## config.mk

```make
export PLATFORM = sky130hd
export DESIGN_NAME = pipeline_ctrl
export DESIGN_NICKNAME = d
export VERILOG_FILES = /design/src/rtl/pipe_ctrl_pkg.sv /design/src/rtl/load_use_detect.sv /design/src/rtl/pipeline_ctrl.sv
export SDC_FILE = /design/constraint.sdc
export NUM_CORES = 1
export LEC_CHECK = 0
export BUFFER_PORTS_ARGS = -buffer_cell sky130_fd_sc_hd__buf_2
export CAP_MARGIN = 0
export CORE_ASPECT_RATIO = 0.75
export CORE_UTILIZATION = 51
export DETAILED_ROUTE_END_ITERATION = 16
export MAX_ROUTING_LAYER = met4
export PLACE_DENSITY = 0.8
export SKIP_LAST_GASP = 1
export SLEW_MARGIN = 20
export SYNTH_ARGS = -nofsm -noshare
export SYNTH_HDL_FRONTEND = slang
export SYNTH_SLANG_ARGS = --single-unit
```

## constraint.sdc

```tcl
create_clock -name clk -period 2.3 [get_ports clk]
set_input_delay 0.345 -clock clk [delete_from_list [all_inputs] [get_ports clk]]
set_output_delay 0.345 -clock clk [all_outputs]
set_load 0.1 [all_outputs]
```

## src/rtl/pipe_ctrl_pkg.sv

```systemverilog
// rtl/pipe_ctrl_pkg.sv - shared types and constants for the pipeline controller
package pipe_ctrl_pkg;

    localparam int REG_ADDR_W_DEF = 5;

    typedef enum logic [1:0] {
        RUN      = 2'd0,
        MEM_WAIT = 2'd1,
        ERR      = 2'd2
    } ctrl_state_e;

    // Opcodes shared with the decoder and sign_extend
    localparam logic [6:0] OP_LOAD   = 7'b0000011;
    localparam logic [6:0] OP_STORE  = 7'b0100011;
    localparam logic [6:0] OP_BRANCH = 7'b1100011;
    localparam logic [6:0] OP_IMM    = 7'b0010011;

endpackage

```

## src/rtl/load_use_detect.sv

```systemverilog
// rtl/load_use_detect.sv - combinational ID/EX load-use hazard comparator
//
// Ports:
//   id_valid, id_rs1, id_rs2, id_use_rs1, id_use_rs2 : ID instruction sources
//   ex_valid, ex_mem_read, ex_rd                     : EX instruction destination
//   hazard                                           : ID needs a load result not yet available
module load_use_detect
    import pipe_ctrl_pkg::*;
#(
    parameter int REG_ADDR_W = REG_ADDR_W_DEF
) (
    input  logic                  id_valid,
    input  logic [REG_ADDR_W-1:0] id_rs1,
    input  logic [REG_ADDR_W-1:0] id_rs2,
    input  logic                  id_use_rs1,
    input  logic                  id_use_rs2,
    input  logic                  ex_valid,
    input  logic                  ex_mem_read,
    input  logic [REG_ADDR_W-1:0] ex_rd,
    output logic                  hazard
);

    logic rs1_match;
    logic rs2_match;
    logic ex_is_load;

    // x0 is hardwired zero, so a load targeting it never creates a dependency
    assign ex_is_load = ex_valid && ex_mem_read && (ex_rd != '0);
    assign rs1_match  = id_use_rs1 && (id_rs1 == ex_rd);
    assign rs2_match  = id_use_rs2 && (id_rs2 == ex_rd);
    assign hazard     = ex_is_load && id_valid && (rs1_match || rs2_match);

endmodule

```

## src/rtl/pipeline_ctrl.sv

```systemverilog
// rtl/pipeline_ctrl.sv - stall/flush sequencer for the 5-stage pipeline
//
// Ports:
//   clk, rst_n                          : clock, async active-low reset
//   id_* / ex_*                         : hazard and branch sources from ID and EX
//   mem_req, mem_ack                    : MEM stage data access handshake
//   pc_en .. mem_wb_en                  : stage register load enables
//   if_id_flush, id_ex_flush            : bubble loads into IF/ID, ID/EX
//   mem_wb_bubble                       : MEM/WB captures a bubble
//   pc_sel_branch                       : PC mux takes the branch target
//   mem_timeout_err                     : sticky memory-timeout flag
//   stall_cnt                           : saturating count of cycles with pc_en=0
module pipeline_ctrl
    import pipe_ctrl_pkg::*;
#(
    parameter int REG_ADDR_W  = REG_ADDR_W_DEF,
    parameter int MEM_TIMEOUT = 16,
    parameter int CNT_W       = 32
) (
    input  logic                  clk,
    input  logic                  rst_n,
    input  logic                  id_valid,
    input  logic [REG_ADDR_W-1:0] id_rs1,
    input  logic [REG_ADDR_W-1:0] id_rs2,
    input  logic                  id_use_rs1,
    input  logic                  id_use_rs2,
    input  logic                  ex_valid,
    input  logic                  ex_mem_read,
    input  logic [REG_ADDR_W-1:0] ex_rd,
    input  logic                  ex_branch,
    input  logic                  ex_taken,
    input  logic                  mem_req,
    input  logic                  mem_ack,
    output logic                  pc_en,
    output logic                  if_id_en,
    output logic                  id_ex_en,
    output logic                  ex_mem_en,
    output logic                  mem_wb_en,
    output logic                  if_id_flush,
    output logic                  id_ex_flush,
    output logic                  mem_wb_bubble,
    output logic                  pc_sel_branch,
    output logic                  mem_timeout_err,
    output logic [CNT_W-1:0]      stall_cnt
);

    localparam int WAIT_W = (MEM_TIMEOUT > 2) ? $clog2(MEM_TIMEOUT) : 1;

    ctrl_state_e       state_q, state_d;
    logic [WAIT_W-1:0] wait_q, wait_d;
    logic [CNT_W-1:0]  cnt_q;
    logic              err_q;

    logic mem_stall;
    logic branch_taken;
    logic load_use;
    logic timeout_hit;
    logic cnt_inc;

    load_use_detect #(
        .REG_ADDR_W(REG_ADDR_W)
    ) u_load_use_detect (
        .id_valid    (id_valid),
        .id_rs1      (id_rs1),
        .id_rs2      (id_rs2),
        .id_use_rs1  (id_use_rs1),
        .id_use_rs2  (id_use_rs2),
        .ex_valid    (ex_valid),
        .ex_mem_read (ex_mem_read),
        .ex_rd       (ex_rd),
        .hazard      (load_use)
    );

    assign mem_stall    = mem_req && !mem_ack;
    assign branch_taken = ex_valid && ex_branch && ex_taken;
    assign timeout_hit  = (state_q == MEM_WAIT) && mem_stall
                          && (wait_q == WAIT_W'(MEM_TIMEOUT - 1));

    always_ff @(posedge clk or negedge rst_n) begin
        if (!rst_n) begin
            state_q <= RUN;
            wait_q  <= '0;
            cnt_q   <= '0;
            err_q   <= 1'b0;
        end else begin
            state_q <= state_d;
            wait_q  <= wait_d;
            if (timeout_hit) begin
                err_q <= 1'b1;
            end
            if (cnt_inc && (cnt_q != '1)) begin
                cnt_q <= cnt_q + CNT_W'(1);
            end
        end
    end

    always_comb begin
        state_d       = state_q;
        wait_d        = wait_q;
        pc_en         = 1'b1;
        if_id_en      = 1'b1;
        id_ex_en      = 1'b1;
        ex_mem_en     = 1'b1;
        mem_wb_en     = 1'b1;
        if_id_flush   = 1'b0;
        id_ex_flush   = 1'b0;
        mem_wb_bubble = 1'b0;
        pc_sel_branch = 1'b0;

        if (!rst_n) begin
            // Hold every stage and fill with bubbles while reset is asserted
            pc_en         = 1'b0;
            if_id_en      = 1'b0;
            id_ex_en      = 1'b0;
            ex_mem_en     = 1'b0;
            mem_wb_en     = 1'b0;
            if_id_flush   = 1'b1;
            id_ex_flush   = 1'b1;
            mem_wb_bubble = 1'b1;
        end else if (state_q == ERR) begin
            pc_en     = 1'b0;
            if_id_en  = 1'b0;
            id_ex_en  = 1'b0;
            ex_mem_en = 1'b0;
            mem_wb_en = 1'b0;
        end else if (mem_stall) begin
            // Freeze everything upstream of MEM; any branch or load-use
            // sitting in EX/ID is re-evaluated once the access completes
            pc_en         = 1'b0;
            if_id_en      = 1'b0;
            id_ex_en      = 1'b0;
            ex_mem_en     = 1'b0;
            mem_wb_bubble = 1'b1;
            wait_d        = wait_q + WAIT_W'(1);
            state_d       = timeout_hit ? ERR : MEM_WAIT;
        end else begin
            // RUN, or MEM_WAIT on the ack/drop cycle, behaves as a RUN cycle
            state_d = RUN;
            wait_d  = '0;
            if (branch_taken) begin
                // The squashed ID instruction makes any load-use moot
                pc_sel_branch = 1'b1;
                if_id_flush   = 1'b1;
                id_ex_flush   = 1'b1;
            end else if (load_use) begin
                pc_en       = 1'b0;
                if_id_en    = 1'b0;
                id_ex_flush = 1'b1;
            end
        end
    end

    assign cnt_inc         = rst_n && (state_q != ERR) && !pc_en;
    assign mem_timeout_err = err_q || timeout_hit;
    assign stall_cnt       = cnt_q;

endmodule

```

After elaboration in Yosys (flattened, before gate mapping)
Index checks and enable logic that the tools add are counted.
W data, S select, Z words.
- register bits after elaboration: 39
- input port bits: 26
- output and inout bits: 42
- word-level logic and storage cells: 60
- add/sub/neg operators: 2
- eq/ne operators: 7
- muxes and demuxes: 26
- bitwise gates (word level): 1
- reductions and logical operators: 20
- operators with widths (kind ; number):
    $add A32 B1 Y32 const B ; 1
    $ne A32 B32 Y1 const B ; 1
    $mux W1 ; 23
    $logic_and A1 B1 Y1 ; 14
    $eq A5 B5 Y1 ; 2
    $reduce_bool A5 Y1 ; 1
    $add A4 B1 Y4 const B ; 1
    $eq A4 B4 Y1 const B ; 1
    $mux W2 ; 2
    $mux W4 ; 1
    $eq A2 B1 Y1 const B ; 1
    $eq A2 B2 Y1 const B ; 1
    $logic_not A1 Y1 ; 2
    $logic_or A1 B1 Y1 ; 2
    $ne A2 B2 Y1 const B ; 1
    $reduce_and A2 Y1 ; 1
    $not A1 Y1 ; 1

Depth between registers and ports, before layout
Gate-level depths: netlist (run 1).
- depth in word-level cells: 12
- gate-level depth with buffers: 8
- depth with buffers taken out: 7

Modules after synthesis
Synthesis (run 1) repeated with hierarchy kept, for this count alone.
- cells, all modules: 205
- area, all modules: 2074.5 um2
- by module, submodules not included (module ; instances ; cells each ; area an instance (um2) ; sequential area each (um2)):
    pipeline_ctrl ; 1 ; 188 ; 1943.1 ; 975.9
    load_use_detect ; 1 ; 17 ; 131.4 ; 0.0

Worst setup path after synthesis (run 1)
OpenSTA, ideal clock, no wires.
- path type: register -> output
- from: register state_q[1]
- to: output pc_en
- data arrival time: 4992 ps
- data required time: 1955 ps
- slack: -3037 ps
- stages on the path, launching flop included: 7
- buffers on the path: 2
- cells stage by stage: dfrtp_1 -> nand2b_2 -> nand2_1 -> buf_2 -> nor2_1 -> a21boi_0 -> buf_4
- longest elaborated chain between the ends: 3
- RTL lines (item ; RTL line ; text):
    from (decl) ; pipeline_ctrl.sv:49 ; ctrl_state_e state_q, state_d;
    from (signal assigned) ; pipeline_ctrl.sv:86 ; state_q <= state_d;
    $eq A2 B2 Y1 ; pipeline_ctrl.sv:120 ; end else if (state_q == ERR) begin
    $mux W1 (2 in series) ; - ;
    to (decl) ; pipeline_ctrl.sv:34 ; output logic pc_en,
Every way passes these cells.

Final worst setup path (run 1)
- from: input ex_rd[0]
- to: output id_ex_flush
- longest elaborated chain between the ends: 9
- elaborated cells between the ends (all ways): 14
- those cells by class: eq/ne (2); mux (5); reduce/logical (7)
- RTL lines (item ; RTL line ; text):
    from (decl) ; pipeline_ctrl.sv:29 ; input logic [REG_ADDR_W-1:0] ex_rd,
    $eq A5 B5 Y1 (tied with other cells) ; load_use_detect.sv:29 ; assign rs1_match = id_use_rs1 && (id_rs1 == ex_rd);
    $logic_and A1 B1 Y1 (on tied branches) ; load_use_detect.sv:29, load_use_detect.sv:28, load_use_detect.sv:30 ;
    $logic_or A1 B1 Y1 / $logic_and A1 B1 Y1 (equally long branches) ; load_use_detect.sv:31 ; assign hazard = ex_is_load && id_valid && (rs1_match || rs2_match);
    $logic_and A1 B1 Y1 * ; load_use_detect.sv:31 ;
    $mux W1 * ; pipeline_ctrl.sv:145 ; end else if (load_use) begin
    $mux W1 * ; pipeline_ctrl.sv:140 ; if (branch_taken) begin
    $mux W1 * ; pipeline_ctrl.sv:126 ; end else if (mem_stall) begin
    $mux W1 * ; pipeline_ctrl.sv:120 ;
    $mux W1 * ; pipeline_ctrl.sv:110 ; if (!rst_n) begin
    to (decl) ; pipeline_ctrl.sv:40 ; output logic id_ex_flush,
Every way passes the cells marked *; elsewhere a longest branch is shown, timed or not.

==> results of run 1 <==
Yosys cell counts, types with 3 or more instances:
library cell                n  area (um2)
sky130_fd_sc_hd__and3_1     4        25.0
sky130_fd_sc_hd__nor3_1    12        60.1
sky130_fd_sc_hd__xnor2_1   14         123
sky130_fd_sc_hd__nand3_1   17        85.1
sky130_fd_sc_hd__nand2_1   23        86.3
sky130_fd_sc_hd__nor4_1     9        56.3
sky130_fd_sc_hd__inv_1      4        15.0
sky130_fd_sc_hd__nand4_1   10        62.6
sky130_fd_sc_hd__xor2_1    25         219
sky130_fd_sc_hd__dfrtp_1   39         976
sky130_fd_sc_hd__nor2_1    15        56.3
sky130_fd_sc_hd__or2_2      3        18.8
sky130_fd_sc_hd__nand2b_1   3        18.8
sky130_fd_sc_hd__o21ai_0    8        40.0
sky130_fd_sc_hd__nor4_2     3        37.5
sky130_fd_sc_hd__buf_2      3        15.0
sky130_fd_sc_hd__mux2_2     3        33.8
metrics by stage:
| stage | util (%) | worst slack (ps) |
|---|---|---|
| after global placement | 68.8 | 20.5 |
| after detailed placement | 68.8 | -2.60 |
| final | 71.2 | 94.8 |
| after global routing | 71.2 | 29.5 |
| after floorplan | - | -259 |
| after CTS | 71.1 | 49.5 |
sequential cells by signal (all words and copies together) (netlist names):
name and cells:
err_q 1, stall_cnt 32, state_q 2, wait_q 4
layer usage:
| metal | vias up | track usage [%] | share of wire [%] |
|---|---|---|---|
| met4 | 0 | 5.93 | 0.79 |
| met5 | - | - | 0 |
| met2 | 47 | 36.9 | 46 |
| met1 | 929 | 33.9 | 49 |
| li1 | 929 | - | - |
| met3 | 9 | 4.81 | 4.1 |
final cells by class:
class / instances / area [um2] / area share [%]
multi-input combinational: 169 / 1150 / 39.9
tap: 55 / 68.8 / 2.38
clock inverter: 1 / 5.00 / 0.173
timing repair buffer: 80 / 557 / 19.3
clock buffer: 7 / 86.3 / 2.99
inverter: 4 / 15.0 / 0.520
sequential: 39 / 1000 / 34.8
power by group:
group	internal (mW)	switching, mW
logic	0.143	0.333
clock network	0.242	0.227
registers	0.715	0.0343
logic make-up after synthesis:
family,count (synthesis),share of synthesized area (%)
compound gates,18,6.58
flops,39,45.0
mux,4,2.08
simple gates,106,25.9
buf+inv,12,3.46
fa+ha+maj,2,1.15
xor+xnor,39,15.8
worst max-delay path, stage by stage:
cell and delay, ps:
sky130_fd_sc_hd__buf_2 100, sky130_fd_sc_hd__or4_1 530, sky130_fd_sc_hd__o2111ai_2 190, sky130_fd_sc_hd__and2b_1 250, sky130_fd_sc_hd__a31o_2 270, sky130_fd_sc_hd__buf_6 180
timing repair:
action                     4_1_cts  5_1_grt
setup endpoints to repair        1        1
gates resized for setup          1        1
hold buffers                     0        0
hold endpoints to repair         0        0
pin swaps                        0        0
setup buffers                    0        0
final timing paths:
path                                  to  slack (ps)  cells after the start
max reg2reg                stall_cnt[15]         200                      7
min                            wait_q[0]         210                      2
min in group clk                   err_q         470                      1
min reg2reg                        err_q         470                      1
max                          id_ex_flush          90                      6
max in group asynchronous  stall_cnt[12]        1720                      2
==> out/qor.json, run 1 <==
{
  "synth": {
    "synthFlopType": "sky130_fd_sc_hd__dfrtp_1",
    "synth_enable_flop_cells": 0,
    "synthesis.area_um2": 2170,
    "synthArstFlopShare_pct": 100,
    "synth_nets": 248,
    "ys_seq_area_share_pct": 45.0,
    "ys_seq_elements": 39,
    "synthesis.area_per_instance_um2": 9.85,
    "synthesis.instances": 220,
    "ys_types": 39,
    "ys_warn_count": 0
  },
  "cts": {
    "tritoncts": "built",
    "clkLatencyLatePin_ps": 280,
    "cts_root_buf": "sky130_fd_sc_hd__clkbuf_8",
    "cts.clk_slew.worst_paths_ps": 80,
    "cts-htree-levels": 2,
    "cts.path.max_buffers": 2,
    "clock_sink_count": 39,
    "cts_buffers": 5
  },
  "power_and_ir_drop": {
    "power.density_cell_area_nw_per_um2": 587,
    "pnr_total_power_mw": 1.69,
    "power.leakage_nw": 1.42,
    "ir_drop_v": 0.000315
  },
  "route": {
    "routedWlPerCell_um": 14.2,
    "final_antenna_net_count": 0,
    "firstDrtPassIters": 4,
    "drt-vias-per-instance": 5.39,
    "drc": 0,
    "routed_wl_um": 5050,
    "detailedRoute.firstIterationViolations": 113,
    "routed-via-count": 1914
  },
  "floorplan": {
    "floorplan.die.width_um": 77.3,
    "core_area_um2": 4050,
    "initial_utilization_pct": 53.5,
    "die_h_um": 58.5,
    "fp-row-count": 20,
    "design.die.area_um2": 4520,
    "top_level_ports": 68
  },
  "cells_and_area": {
    "most-common-layout-cells": "59 x sky130_fd_sc_hd__buf_2, 25 x sky130_fd_sc_hd__xor2_1, 23 x sky130_fd_sc_hd__dfrtp_2",
    "post_layout_cell_count": 355,
    "number_of_diodes_added_for_antenna_fixing": 0,
    "drive_gt1_share_pct": 43.7,
    "fin_area_um2": 2890,
    "finish.net_count": 327,
    "layout.cells.most_common": "sky130_fd_sc_hd__buf_2",
    "num-fill-cells": 320,
    "area_added_between_synthesis_and_finish_pct": 33.3
  },
  "timing": {
    "tns_ps": 0,
    "clock-skew-final_ps": 5.16,
    "report.final.setup_viol": 0,
    "slew_headroom_pct": 54.8,
    "finalCritPeriodShare_pct": 95.9,
    "maximum_clock_rate_mhz": 453,
    "timing.final.max_slew_violations": 0,
    "timing_hold_violations_final": 0,
    "final_period_minus_worst_setup_slack_ps": 2210,
    "grt_setup_unrepaired": "no",
    "worstMarginPinSlew_ps": 675,
    "hold_slack_ps": 212
  },
  "global_routing": {
    "globalRoute.totalOverflow": 0,
    "grt_first_pass_wirelength_um": 8340,
    "vias_in_the_first_global_route": 1792,
    "antenna_violations_before_repair": 0,
    "grtUsageTotal_pct": 24.3,
    "grt_max_degree": 43
  },
  "worst_setup_path": {
    "critPathKind": "input port to output port",
    "critical_path_peak_fanout": 2,
    "timing.rr.start": "stall_cnt[3]",
    "worst_setup_path_start_kind": "input port",
    "cp.required_ps": 1960,
    "cp-startpoint": "ex_rd[0]",
    "nature_of_the_critical_path_endpoint": "output port",
    "timing.critical_path.arrival_ps": 1860
  },
  "status": {
    "status": "finished clean"
  },
  "placed_design": {
    "numPortBuffers": 67,
    "place_inst": 347,
    "placement.cell_area_um2": 2790,
    "globalplace.congestion": 0.795,
    "dp.final_hpwl_um": 3830
  },
  "hold_path": {
    "timing.hold.worst.class": "input port to async pin"
  },
  "flow_run": {
    "cap_violations": 0
  }
}
Note: power is estimated with default switching activity, not from simulation.
==> run 2: changes to the inputs <==
--- a/config.mk
+++ b/config.mk
@@ -10,7 +10,6 @@
 export CORE_ASPECT_RATIO = 0.75
 export CORE_UTILIZATION = 51
 export DETAILED_ROUTE_END_ITERATION = 16
-export MAX_ROUTING_LAYER = met4
 export PLACE_DENSITY = 0.8
 export SKIP_LAST_GASP = 1
 export SLEW_MARGIN = 20
==> out/qor.json, run 2 (synthesis results as in run 1) <==
{
  "worst_setup_path": {
    "rrSetupSlack_ps": 210,
    "cp.required_ps": 1960,
    "cp-startpoint": "ex_rd[0]",
    "worst_setup_path_start_kind": "input port",
    "critical_path_peak_fanout": 2,
    "timing.rr.start": "stall_cnt[3]",
    "cpPeakStageDelay_ps": 530,
    "nature_of_the_critical_path_endpoint": "output port",
    "worstRegToRegCells": 7,
    "timing.critical_path.arrival_ps": 1860,
    "worst_path_max_delay_cell": "sky130_fd_sc_hd__or4_1",
    "worst_r2r_endpoint": "stall_cnt[15]",
    "timing.critical_path.cells": "buf_2 -> or4_1 -> o2111ai_2 -> and2b_1 -> a31o_2 -> buf_6",
    "critPathKind": "input port to output port"
  },
  "timing": {
    "clock-skew-final_ps": 6.78,
    "maximum_clock_rate_mhz": 454,
    "timing_hold_violations_final": 0,
    "grt_setup_unrepaired": "no",
    "layout_setup_ws_ps": 95.0,
    "report.final.setup_viol": 0,
    "slew_headroom_pct": 54.7,
    "finalCritPeriodShare_pct": 95.9,
    "worstMarginPinSlew_ps": 676,
    "final_period_minus_worst_setup_slack_ps": 2200,
    "timing.final.max_slew_violations": 0
  },
  "route": {
    "routedWlPerCell_um": 14.2,
    "detailedRoute.firstIterationViolations": 109,
    "drc": 0,
    "routed-via-count": 1906,
    "routed_wl_um": 5030,
    "final_antenna_net_count": 0,
    "firstDrtPassIters": 5,
    "drt-vias-per-instance": 5.37
  },
  "cts": {
    "tritoncts": "built",
    "clkLatencyLatePin_ps": 280,
    "cts-hold-fix-buffers": 0,
    "cts-htree-levels": 2,
    "cts.path.max_buffers": 2,
    "cts_root_buf": "sky130_fd_sc_hd__clkbuf_8",
    "cts_buffers": 5,
    "cts.clk_slew.worst_paths_ps": 80,
    "clock_sink_count": 39
  },
  "global_routing": {
    "vias_in_the_first_global_route": 1790,
    "grtUsageTotal_pct": 23.6,
    "antenna_violations_before_repair": 0,
    "grt_max_degree": 43,
    "globalRoute.totalOverflow": 0,
    "grt_first_pass_wirelength_um": 8350
  },
  "cells_and_area": {
    "utilization_pct": 71.2,
    "post_layout_cell_count": 355,
    "layout.cells.most_common": "sky130_fd_sc_hd__buf_2",
    "finish.net_count": 327,
    "area_added_between_synthesis_and_finish_pct": 33.3,
    "most-common-layout-cells": "59 x sky130_fd_sc_hd__buf_2, 25 x sky130_fd_sc_hd__xor2_1, 23 x sky130_fd_sc_hd__dfrtp_2",
    "number_of_diodes_added_for_antenna_fixing": 0,
    "largest_register_ff_count": 32,
    "num-fill-cells": 320,
    "drive_gt1_share_pct": 43.7,
    "fin_area_um2": 2890
  },
  "power_and_ir_drop": {
    "clkPwrFrac_pct": 27.7,
    "cellInternalPower_mw": 1.10,
    "pwr-share-seq_pct": 44.2,
    "comb_power_share_pct": 28.1,
    "ir_drop_v": 0.000315,
    "power.density_cell_area_nw_per_um2": 587,
    "switching_share_pct": 35.1,
    "power.leakage_nw": 1.42,
    "power.switching_mw": 0.595
  },
  "floorplan": {
    "fp-row-count": 20,
    "top_level_ports": 68,
    "floorplan.die.width_um": 77.3,
    "core_area_um2": 4050,
    "die_h_um": 58.5,
    "initial_utilization_pct": 53.5,
    "design.die.area_um2": 4520
  },
  "placed_design": {
    "placement.cell_area_um2": 2790,
    "place_inst": 347,
    "numPortBuffers": 67,
    "globalplace.congestion": 0.784,
    "preCtsSetupSlack_ps": -2.60,
    "dp.final_hpwl_um": 3830
  },
  "flow_run": {
    "cap_violations": 0
  },
  "status": {
    "status": "finished clean"
  },
  "hold_path": {
    "timing.hold.worst.class": "input port to async pin"
  }
}
[run 2: cell counts in the layout (fill, tap and decap cells not counted)]
Identical to the previous run, type by type.
[run 2: area by class of cell]
class | count | area, um2 | area share (%)
multi-input cells | 169 | 1150 | 39.9
inverters | 4 | 15.0 | 0.520
repair buffers | 80 | 557 | 19.3
clock buffers | 7 | 86.3 | 2.99
well taps | 55 | 68.8 | 2.38
flip-flops and latches | 39 | 1000 | 34.8
clock inverters | 1 | 5.00 | 0.173
[run 2: per-stage QoR]
stage / setup TNS [ps] / hold WS [ps] / power (mW)
after floorplan: -368 / 49.4 / 1.11
after global placement: 0 / 444 / 1.23
after detailed placement: -2.60 / 447 / 1.24
after CTS: 0 / 220 / 1.71
after global routing: 0 / 256 / 1.76
final: 0 / 208 / 1.69
[run 2: worst max-delay path: cells and delay by family]
kind | cells | cell delay (ps)
simple gates | 2 | 770
compound gates | 2 | 460
buf+inv | 2 | 280
[run 2: how the worst max path moves through the flow]
| stage | to | slack (ps) | cells after the start |
|---|---|---|---|
| after floorplan | pc_en | -260 | 5 |
| after global placement | id_ex_flush | 20 | 6 |
| after detailed placement | id_ex_flush | -3 | 6 |
| after CTS | id_ex_flush | 50 | 6 |
| after global routing | if_id_en | 30 | 6 |
| final | id_ex_flush | 100 | 6 |
[run 2: layer usage]
| metal | global-route usage (%) | share of wire [%] | vias to the layer above | routed length, um |
|---|---|---|---|---|
| li1 | - | - | 929 | - |
| met1 | 33.8 | 48 | 914 | 2430 |
| met2 | 37.0 | 46 | 57 | 2300 |
| met3 | 4.81 | 5.5 | 6 | 278 |
| met4 | 5.93 | 0.64 | 0 | 32 |
| met5 | 0 | 0 | - | 0 |
[run 2: power by group through the flow]
stage	logic (mW)	registers, mW	clock network, mW
final	0.475	0.749	0.470
after global routing	0.502	0.754	0.500
after CTS	0.478	0.749	0.481
after detailed placement	0.476	0.763	0
after global placement	0.472	0.760	0
after floorplan	0.235	0.870	0
[run 2: repair_timing]
| action | in CTS | in global routing |
|---|---|---|
| gates cloned | 0 | 0 |
| pin swaps | 0 | 0 |
| setup buffers | 0 | 0 |
| endpoints found under the setup margin | 1 | 1 |
| gates resized for setup | 1 | 1 |
